<file path="src/rtl/pipelined_adder_if.sv">
// Operand/result bundle for pipelined_adder.
// The master side drives operands and the advance enable; the slave produces results.
interface pipelined_adder_if #(
    parameter int WIDTH = 16
);
    logic             en;
    logic             in_valid;
    logic [WIDTH-1:0] A;
    logic [WIDTH-1:0] B;
    logic             Cin;
    logic             out_valid;
    logic [WIDTH-1:0] S;
    logic             Cout;
    logic             Ovf;

    modport master (
        output en, in_valid, A, B, Cin,
        input  out_valid, S, Cout, Ovf
    );

    modport slave (
        input  en, in_valid, A, B, Cin,
        output out_valid, S, Cout, Ovf
    );
endinterface

</file>
<file path="src/rtl/pipelined_adder.sv">
// Segmented carry-chain adder for the MAC accumulate path.
// Each stage adds one SEG-bit slice; upper operands skew forward, lower sums trail.
module pipelined_adder #(
    parameter int WIDTH  = 16,
    parameter int STAGES = 2,
    parameter int SAT    = 0
) (
    input logic              clk,
    input logic              rst,
    pipelined_adder_if.slave io
);
    localparam int SEG = WIDTH / STAGES;

    logic [WIDTH-1:0] sum_q;
    logic             cout_q;
    logic             ovf_q;
    logic             vld_q;

    if (STAGES < 1 || WIDTH % STAGES != 0) begin : g_bad
        $error("pipelined_adder: WIDTH must be a multiple of STAGES >= 1");
    end

    for (genvar k = 0; k < STAGES; k++) begin : g_st
        localparam int OPW = WIDTH - k * SEG;
        localparam int LOW = k * SEG;

        logic [OPW-1:0]     a_in;
        logic [OPW-1:0]     b_in;
        logic               c_in;
        logic               v_in;
        logic [SEG:0]       seg_sum;
        logic [LOW+SEG-1:0] s_nxt;

        if (k == 0) begin : g_head
            assign a_in  = io.A;
            assign b_in  = io.B;
            assign c_in  = io.Cin;
            assign v_in  = io.in_valid;
            assign s_nxt = seg_sum[SEG-1:0];
        end else begin : g_tail
            assign a_in  = g_st[k-1].g_reg.a_q;
            assign b_in  = g_st[k-1].g_reg.b_q;
            assign c_in  = g_st[k-1].g_reg.c_q;
            assign v_in  = g_st[k-1].g_reg.v_q;
            assign s_nxt = {seg_sum[SEG-1:0], g_st[k-1].g_reg.s_q};
        end

        assign seg_sum = {1'b0, a_in[SEG-1:0]}
                       + {1'b0, b_in[SEG-1:0]}
                       + {{SEG{1'b0}}, c_in};

        if (k < STAGES - 1) begin : g_reg
            logic [OPW-SEG-1:0] a_q;
            logic [OPW-SEG-1:0] b_q;
            logic [LOW+SEG-1:0] s_q;
            logic               c_q;
            logic               v_q;

            always_ff @(posedge clk) begin
                if (rst) begin
                    a_q <= '0;
                    b_q <= '0;
                    s_q <= '0;
                    c_q <= 1'b0;
                    v_q <= 1'b0;
                end else if (io.en) begin
                    a_q <= a_in[OPW-1:SEG];
                    b_q <= b_in[OPW-1:SEG];
                    s_q <= s_nxt;
                    c_q <= seg_sum[SEG];
                    v_q <= v_in;
                end
            end
        end else begin : g_out
            // Only the MSB slice remains here, so a_in/b_in top bits are the sign bits.
            logic             ovf;
            logic [WIDTH-1:0] sat_val;

            assign ovf = (a_in[SEG-1] == b_in[SEG-1])
                      && (s_nxt[WIDTH-1] != a_in[SEG-1]);
            assign sat_val = a_in[SEG-1] ? {1'b1, {(WIDTH-1){1'b0}}}
                                         : {1'b0, {(WIDTH-1){1'b1}}};

            always_ff @(posedge clk) begin
                if (rst) begin
                    sum_q  <= '0;
                    cout_q <= 1'b0;
                    ovf_q  <= 1'b0;
                    vld_q  <= 1'b0;
                end else if (io.en) begin
                    sum_q  <= (SAT != 0 && ovf) ? sat_val : s_nxt;
                    cout_q <= seg_sum[SEG];
                    ovf_q  <= ovf;
                    vld_q  <= v_in;
                end
            end
        end
    end

    assign io.out_valid = vld_q;
    assign io.S         = sum_q;
    assign io.Cout      = cout_q;
    assign io.Ovf       = ovf_q;
endmodule

</file>
<file path="src/flat_wrapper.sv">
// flat-port wrapper written by rule: the top's interface ports become plain ports
module pipelined_adder_flat 
#(
    parameter int WIDTH  = 16,
    parameter int STAGES = 2,
    parameter int SAT    = 0
)
  (clk, rst, io_en, io_in_valid, io_A, io_B, io_Cin, io_out_valid, io_S, io_Cout, io_Ovf);
  pipelined_adder_if #(.WIDTH(WIDTH)) io_i ();
  input logic clk;
  input logic rst;
  input wire logic [$bits(io_i.en)-1:0] io_en;
  input wire logic [$bits(io_i.in_valid)-1:0] io_in_valid;
  input wire logic [$bits(io_i.A)-1:0] io_A;
  input wire logic [$bits(io_i.B)-1:0] io_B;
  input wire logic [$bits(io_i.Cin)-1:0] io_Cin;
  output wire logic [$bits(io_i.out_valid)-1:0] io_out_valid;
  output wire logic [$bits(io_i.S)-1:0] io_S;
  output wire logic [$bits(io_i.Cout)-1:0] io_Cout;
  output wire logic [$bits(io_i.Ovf)-1:0] io_Ovf;
  assign io_i.en = io_en;
  assign io_i.in_valid = io_in_valid;
  assign io_i.A = io_A;
  assign io_i.B = io_B;
  assign io_i.Cin = io_Cin;
  assign io_out_valid = io_i.out_valid;
  assign io_S = io_i.S;
  assign io_Cout = io_i.Cout;
  assign io_Ovf = io_i.Ovf;
  pipelined_adder #(.WIDTH(WIDTH), .STAGES(STAGES), .SAT(SAT)) u_core (.clk(clk), .rst(rst), .io(io_i));
endmodule
</file>
<file path="config.mk">
export PLATFORM = sky130hd
export DESIGN_NAME = pipelined_adder_flat
export DESIGN_NICKNAME = d
export VERILOG_FILES = /design/src/rtl/pipelined_adder_if.sv /design/src/rtl/pipelined_adder.sv /design/src/flat_wrapper.sv
export SDC_FILE = /design/constraint.sdc
export NUM_CORES = 1
export LEC_CHECK = 0
export CAP_MARGIN = 20
export CORE_MARGIN = 2
export CORE_UTILIZATION = 49
export CTS_BUF_LIST = sky130_fd_sc_hd__clkbuf_8 sky130_fd_sc_hd__clkbuf_16
export CTS_CLUSTER_DIAMETER = 200
export CTS_CLUSTER_SIZE = 12
export DETAILED_ROUTE_END_ITERATION = 10
export GPL_TIMING_DRIVEN = 0
export HOLD_SLACK_MARGIN = 0.08
export PLACE_DENSITY = 0.79
export SYNTH_ARGS = -nofsm -noshare
export SYNTH_HDL_FRONTEND = slang
export SYNTH_SLANG_ARGS = --single-unit
</file>
<file path="constraint.sdc">
create_clock -name clk -period 3.1 [get_ports clk]
set_input_delay 0.62 -clock clk [delete_from_list [all_inputs] [get_ports clk]]
set_output_delay 0.62 -clock clk [all_outputs]
set_load 0.03 [all_outputs]
</file>
* Word level (Yosys, flattened, before mapping)
Cells that the tools add are included.
Storage, ports and cells: memories kept 0, register bits 45, bits in latches 0, bits in read-only memories 0, memory bits (writable) 0, output and inout port bits 19, input port bits 37
Operators by class: divide/modulo/power cells 0, order comparisons 0, reduce and logical (&&, ||, !) cells 1, equal/unequal tests 2, $add $sub $neg 4, bitwise gates (word level) 0, shift operators 0, $mul 0, multiplexer cells 0
Operators with widths (number):
- $add A8 B8 Y9 | 2
- $add A9 B1 Y9 | 2
- $eq A1 B1 Y1 | 1
- $logic_and A1 B1 Y1 | 1
- $ne A1 B1 Y1 | 1

* Depth between registers and ports, before layout
Gate-level depths: netlist of the first run.
word-level depth 4, depth in mapped cells 6

* Least setup slack after synthesis of the first run
Ideal clock, no wire load.
kind input -> register, start input port io_Cin, end register u_core.g_st[0].g_reg.s_q[6], arrival 2328 ps, stages 6, required time 2983 ps, buffers on the path 0, setup time 117 ps, slack 655 ps, path through fa_1 > fa_1 > a211oi_2 > o21bai_1 > a211o_1 > a32o_1
On the way: longest elaborated chain between the ends 1
Ends and longest elaborated chain:
- start, declared | RTL line flat_wrapper.sv:16 | input wire logic [$bits(io_i.Cin)-1:0] io_Cin;
- $add A9 B1 Y9 | RTL line pipelined_adder.sv:50 | + {{SEG{1'b0}}, c_in};
- end signal, assigned | RTL line pipelined_adder.sv:69 | s_q <= s_nxt;
- end, declared | RTL line pipelined_adder.sv:55 | logic [LOW+SEG-1:0] s_q;
Every way passes these cells. A chain may end at the register's enable or synchronous reset.

* Worst setup path in the final report of the first run
Ends and elaborated chain as after synthesis.

==> metrics.cfg, run 1 <==
[power_and_ir_drop]
p_leak_nw=1.246
power_frac_comb_pct=22.5
power_density_nw_per_um2=444.1
clkPwrFrac_pct=28.7
seqPwrFrac_pct=48.8
swShare_pct=29.25
p_int_mw=0.9305
ir_drop_mv=0.3632
p_total_mw=1.315
p_switching_mw=0.3847

[floorplan]
io_pins=56
die_w_um=71.78
die_area_sq_um=5152
initial_core_util_pct=51.34
design.core.area_sq_um=4384
dieHeight_um=71.78
rows=24

[cells_and_area]
fin_nets=350
diodes=0
area_delta_synth_final_pct=31.57
fin_util_pct=67.55
drive_above_1_share_pct=7.095
nFillCells=374
regArea_sq_um=900.9
design_area_sq_um=2962
fin_cells=348
multi_input_area_sq_um=1295

[global_routing]
grt_max_degree=17
grt.total_usage_pct=19.89
grt_antenna_before_repair=0
grt_remaining_overflow=0
grt_first_pass_wirelength_um=8038
grt_pass1_vias=1778

[worst_setup_path]
end_kind=flip-flop
required_ns=3.30
cp_slowest_stage_delay_ns=0.47
cp_slowest_cell=fa_1
crit_top_cell=fa_1
crit_fanout=3
critPathLaunch=io_Cin
crit_chain=clkdlybuf4s50_1 -> fa_1 -> fa_1 -> a211oi_2 -> o21bai_1 -> a211o_1 -> a32o_1
regToRegStartpoint=u_core.g_st[0].g_reg.c_q
critical_path_class=input pin to flip-flop
worstSetupStartpointType=input pin
arrival_ns=2.91

[drt]
num_vias=1900
via_per_inst=5.460
antenna_left=0
wl_per_cell_um=14.04
drt_wl_total_um=4887
drt_iter0_drc=94
route.detailed.drc=0
dr.pass1.iters=4

[clock_network]
hold_buffers=0
cts_tree=yes
post_cts_buffers=0
ctsResizeCount=0
cts_num_sinks=45
cts_buffers=5
clock_path_buffers=2
clk_pin_slew_ns=0.09
clk_latency_ns=0.31
clockRootBuffer=clkbuf_8
htreeDepth=2

[timing]
tightest_slew_ns=0.5164
clock.fmax_mhz=369.0
hold_viol=0
fin_tns_setup_ns=0
finalWorstSetupSlack_ns=0.3899
fin_crit_ns=2.710
hold-worst-slack_ns=0.4786
fin_skew_ns=0.009086
rsz0062_at_grt=false
maxSlewHeadroom_pct=65.57
finalSetupViolCount=0
report.final.slew_viol_count=0
min_period_over_period_pct=87.42

[placement]
dp_slack_ns=0.07204
placed_cell_area_sq_um=2867
place.gp.congestion=0.8155
post-dp-hpwl_um=3732
place_inst=340
port-buffer-count=55

[logic_synthesis]
synth-seq-cells=45
synth-seq-area-share_pct=40.02
synthArstFlopShare_pct=0
synth_nets=288
synth_edf_count=0
synth_top_flop_cell=dfxtp_1
yosys_warnings=0
syn_area_per_cell_sq_um=9.661
synth_top_area_cell=dfxtp_1
yosysUniqueCellTypes=38
synth_top_area_share_pct=40.02
synth.area.top_cells=dfxtp_1 40%, mux2i_1 13%, ha_1 7.8%
synth_area_sq_um=2251
synth_cells=233

[flow_run]
cap_violations=0

[status]
status=completed

[hold_path]
hold_class=flip-flop to flip-flop
hp-start=u_core.g_st[0].g_reg.s_q[3]

-- synthesized netlist by cell type (2+ instances only) --
master	count
clkbuf_1	6
a32o_1	2
a21oi_1	11
o311ai_0	2
buf_2	5
a211o_1	4
nor3b_1	3
a211oi_1	4
nand2b_1	9
xnor2_1	3
nor2b_1	2
dfxtp_1	45
o21bai_1	2
nand3_1	3
o22ai_1	2
o21ai_0	11
fa_1	4
inv_1	2
or3b_2	2
mux2i_1	30
a21o_1	2
nor2_1	42
nand2_1	4
a211oi_2	2
o211ai_1	5
ha_1	14
-- layout make-up --
class | instances | share of cell area [%]
multi-input cells | 175 | 43.73
repair buffers | 55 | 18.59
clock inverters | 3 | 0.8872
clock buffers | 5 | 2.324
plain buffers | 11 | 1.605
well taps | 52 | 2.197
flip-flops and latches | 45 | 30.42
inverters | 2 | 0.2535
-- routing by layer --
metal / up-vias / global-route usage [%] / wire, um
li1: 960 / - / -
met3: 8 / 3.938 / 272
met1: 884 / 25.90 / 2264
met4: 0 / 5.660 / 55
met2: 48 / 33.54 / 2295
met5: - / 0 / 0
-- worst max-delay path: cells and delay by family --
kind,cells,cell delay (ns)
adders and majority gates,2,0.92
AOI/OAI and AO/OA,4,0.94
buffers and inverters,1,0.43
-- path summary, 6_finish.rpt --
kind / cells after the start / slack, ns / end
min reg2reg: 2 / 0.48 / u_core.g_st[0].g_reg.s_q[3]
max: 7 / 0.39 / u_core.g_st[0].g_reg.s_q[6]
min: 2 / 0.48 / u_core.g_st[0].g_reg.s_q[3]
max reg2reg: 6 / 0.77 / u_core.io.S[14]
-- placed cells by master, fill, tap and decap left out, types with 5 or more instances in the layout --
master            n
o21ai_0          11
dfxtp_1          45
a21oi_1          11
ha_1             14
clkdlybuf4s50_1  55
clkbuf_1          6
o211ai_1          5
nand2b_1          9
buf_2             5
nor2_1           42
clkbuf_8          5
mux2i_1          30
-- flip-flops by register name (all words and copies together) (netlist names) --
| register | count |
|---|---|
| u_core.g_st.g_reg.b_q | 8 |
| u_core.g_st.g_reg.v_q | 1 |
| u_core.g_st.g_reg.s_q | 8 |
| u_core.g_st.g_reg.c_q | 1 |
| u_core.io.Ovf | 1 |
| u_core.io.S | 16 |
| u_core.io.Cout | 1 |
| u_core.io.out_valid | 1 |
| u_core.g_st.g_reg.a_q | 8 |
-- power by group through the flow --
stage                     combinational (mW)  clock [mW]  sequential (mW)
after global placement                 0.291           0            0.654
after CTS                              0.298       0.383            0.642
after floorplan                        0.156           0            0.677
after global routing                   0.326       0.406            0.646
after detailed placement               0.295           0            0.655
final                                  0.296       0.377            0.642
-- logic make-up (layout without fill, tap and decap cells) --
kind of cell             count (synthesis)  after routing  share of synthesized area [%]
AO/OA/AOI/OAI                           52             52                          16.34
XOR/XNOR                                 4              4                          1.557
adder cells (fa/ha/maj)                 18             18                          11.34
buffers and inverters                   13             76                          2.446
flip-flops                              45             45                          40.02
multiplexers                            30             30                          13.34
AND/OR/NAND/NOR                         71             71                          14.95
(Power assumes the default switching activity.)
==> run 2: changes to the inputs <==
Settings changed: CORE_UTILIZATION 49 to 45, PLACE_DENSITY 0.79 to 0.73.
==> run 2 against run 1 <==
Register-to-register slack about the same; sequential share of layout area decreased by 0.24 points; highest routed layer unchanged; sequential power about the same; first-iteration DRC count decreased by 14%; critical path depth unchanged; critical endpoint unchanged; largest cell class unchanged; combinational power about the same; power increased by 1.3%.
==> metrics.cfg, run 2 (synthesis gave the netlist of run 1 again) <==
[clock_network]
clk_pin_slew_ns=0.09
hold_buffers=0
cts_tree=yes
clock_path_buffers=2
clockRootBuffer=clkbuf_8
cts_num_sinks=45
ctsResizeCount=0
post_cts_buffers=0
clk_latency_ns=0.30
cts_buffers=5
htreeDepth=2

[cells_and_area]
final_common_cell=clkdlybuf4s50_1
fin_nets=350
largest_reg_flops=16
nFillCells=435
area_delta_synth_final_pct=32.63
diodes=0
drive_above_1_share_pct=7.095
final_cell_mix=55 x clkdlybuf4s50_1, 45 x dfxtp_1, 42 x nor2_1

[worst_setup_path]
worstSetupStartpointType=input pin
required_ns=3.29
r2r_slack_ns=0.77
reg2reg_depth=6
crit_top_cell=fa_1
cp_slowest_stage_delay_ns=0.47
crit_buf_inv=1
cp_top_family=compound AO/OA/AOI/OAI gates
crit_chain=clkdlybuf4s50_1 -> fa_1 -> fa_1 -> a211oi_2 -> o21bai_1 -> a211o_1 -> a32o_1
cp_slowest_cell=fa_1
arrival_ns=2.94
end_kind=flip-flop
regToRegStartpoint=u_core.g_st[0].g_reg.c_q
reg2reg_to=u_core.io.S[14]
crit_fanout=3
crit_cells=7
critical_path_class=input pin to flip-flop

[drt]
wl_met1_um=2327
routed.top_layer=met4
via_per_inst=5.157
drt_iter0_drc=81
wl_per_cell_um=13.60
drt_wl_total_um=4935
route.detailed.drc=0
antenna_left=0
wl_met2_um=2293
route.met3.wl_um=245
num_vias=1872
dr.pass1.iters=4

[timing]
tightest_slew_ns=0.5235
clock.fmax_mhz=363.7
hold_viol=0
finalSetupViolCount=0
fin_crit_ns=2.749
hold-worst-slack_ns=0.4758
maxSlewHeadroom_pct=65.10
report.final.slew_viol_count=0
fin_skew_ns=0.01073
min_period_over_period_pct=88.69
rsz0062_at_grt=false
fin_tns_setup_ns=0

[power_and_ir_drop]
seqPwrFrac_pct=48.1
p_total_mw=1.332
power_density_nw_per_um2=446.1
p_leak_nw=1.249
p_switching_mw=0.3807
clkPwrFrac_pct=29.6
p_int_mw=0.9511
swShare_pct=28.58
ir_drop_mv=0.3894
power_frac_comb_pct=22.3

[hold_path]
hold_class=flip-flop to flip-flop
hold_path_depth=2
min_to=u_core.g_st[0].g_reg.s_q[4]
hp-start=u_core.g_st[0].g_reg.s_q[4]

[placement]
port-buffer-count=55
place.gp.congestion=0.8588
post-dp-hpwl_um=3743

[global_routing]
grt_first_pass_wirelength_um=7852
grt_max_degree=16
grt.total_usage_pct=18.59
grt_antenna_before_repair=0
grt_pass1_vias=1715
grt_remaining_overflow=0

[floorplan]
die_w_um=74.73
io_pins=56
dieHeight_um=74.73
initial_core_util_pct=47.03
die_area_sq_um=5584
rows=25
design.core.area_sq_um=4786

[flow_run]
cap_violations=0

[status]
status=completed

## run 2: cell count changes in the layout (fill, tap and decap cells not counted), sizes merged
cell | before | now
clkbuf | 11 | 12
clkinv | 2 | 1
## run 2: routing by layer
layer | vias up | GRT usage, %
met5 | - | 0
met3 | 7 | 3.614
met2 | 43 | 31.37
met1 | 868 | 24.06
li1 | 954 | -
met4 | 0 | 5.952
## run 2: cell type report
class	count	area, sq um	share of cell area (%)
clock inverters	2	17.52	0.5868
clock buffers	6	82.58	2.766
repair buffers	55	550.5	18.44
flip-flops and latches	45	900.9	30.18
well taps	67	83.83	2.808
multi-input cells	175	1295	43.38
plain buffers	11	47.55	1.593
inverters	2	7.507	0.2515
## run 2: worst register-to-register path, delay by kind of cell (launching register included)
kind                       cells  cell delay, ns
DFF                            1            0.36
adders and majority gates      2            0.95
AOI/OAI and AO/OA              4            0.92
## run 2: how the worst max path moves through the flow
| stage | to | slack, ns | startpoint |
|---|---|---|---|
| 2_1_floorplan | u_core.g_st[0].g_reg.s_q[6] | 0.65 | io_Cin |
| 3_3_place_gp | u_core.g_st[0].g_reg.s_q[6] | 0.07 | io_Cin |
| 3_5_place_dp | u_core.g_st[0].g_reg.s_q[6] | 0.04 | io_Cin |
| 4_1_cts | u_core.g_st[0].g_reg.s_q[6] | 0.34 | io_Cin |
| 5_1_grt | u_core.g_st[0].g_reg.s_q[6] | 0.26 | io_Cin |
| 6_report | u_core.g_st[0].g_reg.s_q[6] | 0.35 | io_Cin |
## run 2: power groups by stage
stage                     clock [mW]  combinational, mW  sequential, mW
final                          0.394              0.296           0.641
after global routing           0.426              0.328           0.646
after CTS                      0.402              0.299           0.642
after detailed placement           0              0.297           0.655
after global placement             0              0.293           0.654
after floorplan                    0              0.156           0.677
## run 2: metrics by stage
step	std cells	worst slack (ns)	instance area (sq um)	util, %
after floorplan	233	0.6546	2251	-
after global placement	355	0.07485	2885	60.29
after detailed placement	355	0.03939	2885	60.29
after CTS	363	0.3436	2985	62.38
after global routing	363	0.2618	2985	62.38
final	363	0.3505	2985	62.38
==> run 3: changes to the inputs <==
Settings changed: CORE_MARGIN 2 to unset, CORE_UTILIZATION 45 to 44, PLACE_DENSITY 0.73 to 0.74.
Clock period 3.1 ns to 2.2 ns, I/O delays scaled along.
==> run 3 against run 2 <==
Critical path depth shrank 1; combinational power increased by 43%; first-iteration DRC count decreased by 21%; via count increased by 1.5%; clock-buffer cell count down 1; final cell count up 0.55%; worst setup slack got worse by 0.28 ns; utilization rose by 0.43 points; flip-flop and latch count unchanged; critical path type is now flip-flop to flip-flop; clock skew barely moved; critical endpoint is now u_core.io.S[14].
==> metrics.cfg, run 3 (synthesis gave the netlist of run 1 again) <==
[drt]
antenna_left=0
drt_wl_total_um=4943
wl_per_cell_um=13.54
drt_iter0_drc=64
dr.pass1.iters=4
via_per_inst=5.208
num_vias=1901
route.detailed.drc=0

[worst_setup_path]
critical_path_class=flip-flop to flip-flop
cp_slowest_cell=fa_2
end_kind=flip-flop
cp_top_family=compound AO/OA/AOI/OAI gates
required_ns=2.39
arrival_ns=2.32
crit_buf_inv=0
crit_chain=fa_2 -> fa_2 -> a211oi_2 -> o21bai_1 -> a211o_1 -> a32o_1
crit_top_cell=fa_2
cp_slowest_stage_delay_ns=0.42
worstSetupStartpointType=flip-flop
crit_fanout=3

[timing]
tightest_slew_ns=0.5395
min_period_over_period_pct=96.64
fin_crit_ns=2.126
report.final.slew_viol_count=0
clock.fmax_mhz=470.4
finalSetupViolCount=0
hold_viol=0
rsz0062_at_grt=false
fin_skew_ns=0.01082
maxSlewHeadroom_pct=64.04

[floorplan]
io_pins=56
design.core.area_sq_um=4817
dieHeight_um=73.53
die_w_um=73.53
die_area_sq_um=5406
initial_core_util_pct=46.73
rows=25

[cells_and_area]
fin_util_pct=62.81
nFillCells=452
diodes=0
drive_above_1_share_pct=9.396
fin_nets=352
area_delta_synth_final_pct=34.41
final_cell_mix=52 x clkdlybuf4s50_1, 44 x dfxtp_1, 42 x nor2_1
multi_input_area_sq_um=1305
design_area_sq_um=3025
final_common_cell=clkdlybuf4s50_1
regArea_sq_um=902.1
fin_cells=365
largest_reg_flops=16

[clock_network]
cts_num_sinks=45
hold_buffers=0
clockRootBuffer=clkbuf_8
clock_path_buffers=2
cts_tree=yes
clk_pin_slew_ns=0.08
cts_buffers=5
clk_latency_ns=0.30
htreeDepth=2

[global_routing]
grt_remaining_overflow=0
grt_pass1_vias=1728
grt.total_usage_pct=19.08
grt_first_pass_wirelength_um=7893
grt_max_degree=17
grt_antenna_before_repair=0

[placement]
placed_cell_area_sq_um=2890
port-buffer-count=55
place.gp.congestion=0.8427
place_inst=355
post-dp-hpwl_um=3684

[power_and_ir_drop]
p_leak_nw=1.263
power_density_nw_per_um2=649.9
ir_drop_mv=0.3650

[flow_run]
cap_violations=0

[hold_path]
hold_class=flip-flop to flip-flop

[status]
status=completed

run 3: power breakdown:
group          total, mW  leakage, nW  internal, mW  switching, mW
clock              0.639       0.0563         0.346          0.293
combinational      0.422        0.836         0.213          0.209
sequential         0.905        0.370         0.870         0.0348
run 3: repair_timing:
action / 4_1_cts / 5_1_grt
pin swaps: 4 / 1
endpoints found under the setup margin: 4 / 1
gates resized for setup: 5 / 1
buffers inserted: 2 / 0
run 3: final timing paths:
kind                                               endpoint  slack (ns)                         from  cells past startpoint
worst max-delay path                        u_core.io.S[14]        0.07     u_core.g_st[0].g_reg.c_q                      6
worst min-delay path            u_core.g_st[0].g_reg.s_q[3]        0.48  u_core.g_st[0].g_reg.s_q[3]                      2
worst max register to register              u_core.io.S[14]        0.07     u_core.g_st[0].g_reg.c_q                      6
worst min register to register  u_core.g_st[0].g_reg.s_q[3]        0.48  u_core.g_st[0].g_reg.s_q[3]                      2
run 3: cell type report:
cell class	instances	share of cell area (%)
multi-input cells	175	43.13
inverters	2	0.2481
well taps	67	2.771
flip-flops and latches	45	29.82
plain buffers	11	1.572
clock buffers	5	2.275
repair buffers	57	18.57
clock inverters	3	1.613
run 3: through the flow:
step	hold WS [ns]	TNS (ns)	power, mW	worst slack (ns)
after detailed placement	0.4587	-1.448	1.342	-0.5618
final	0.4758	0	1.966	0.07393
after CTS	0.4747	0	1.990	0.01368
after global routing	0.5003	0	2.066	0.01389
after global placement	0.4552	-1.326	1.335	-0.5421
after floorplan	0.4417	0	1.175	0.01124
run 3: metal layers:
metal / up-vias / global-route usage [%] / part of all wire [%]
met1: 894 / 24.40 / 45
li1: 962 / - / -
met4: 0 / 3.846 / 0.63
met3: 5 / 3.978 / 4.9
met2: 40 / 33.13 / 49
met5: - / 0 / 0
run 3: worst reg2reg max path, stage by stage (launching register included):
cell and delay (ns):
dfxtp_2 0.35, fa_2 0.42, fa_2 0.39, a211oi_2 0.22, o21bai_1 0.13, a211o_1 0.31, a32o_1 0.21
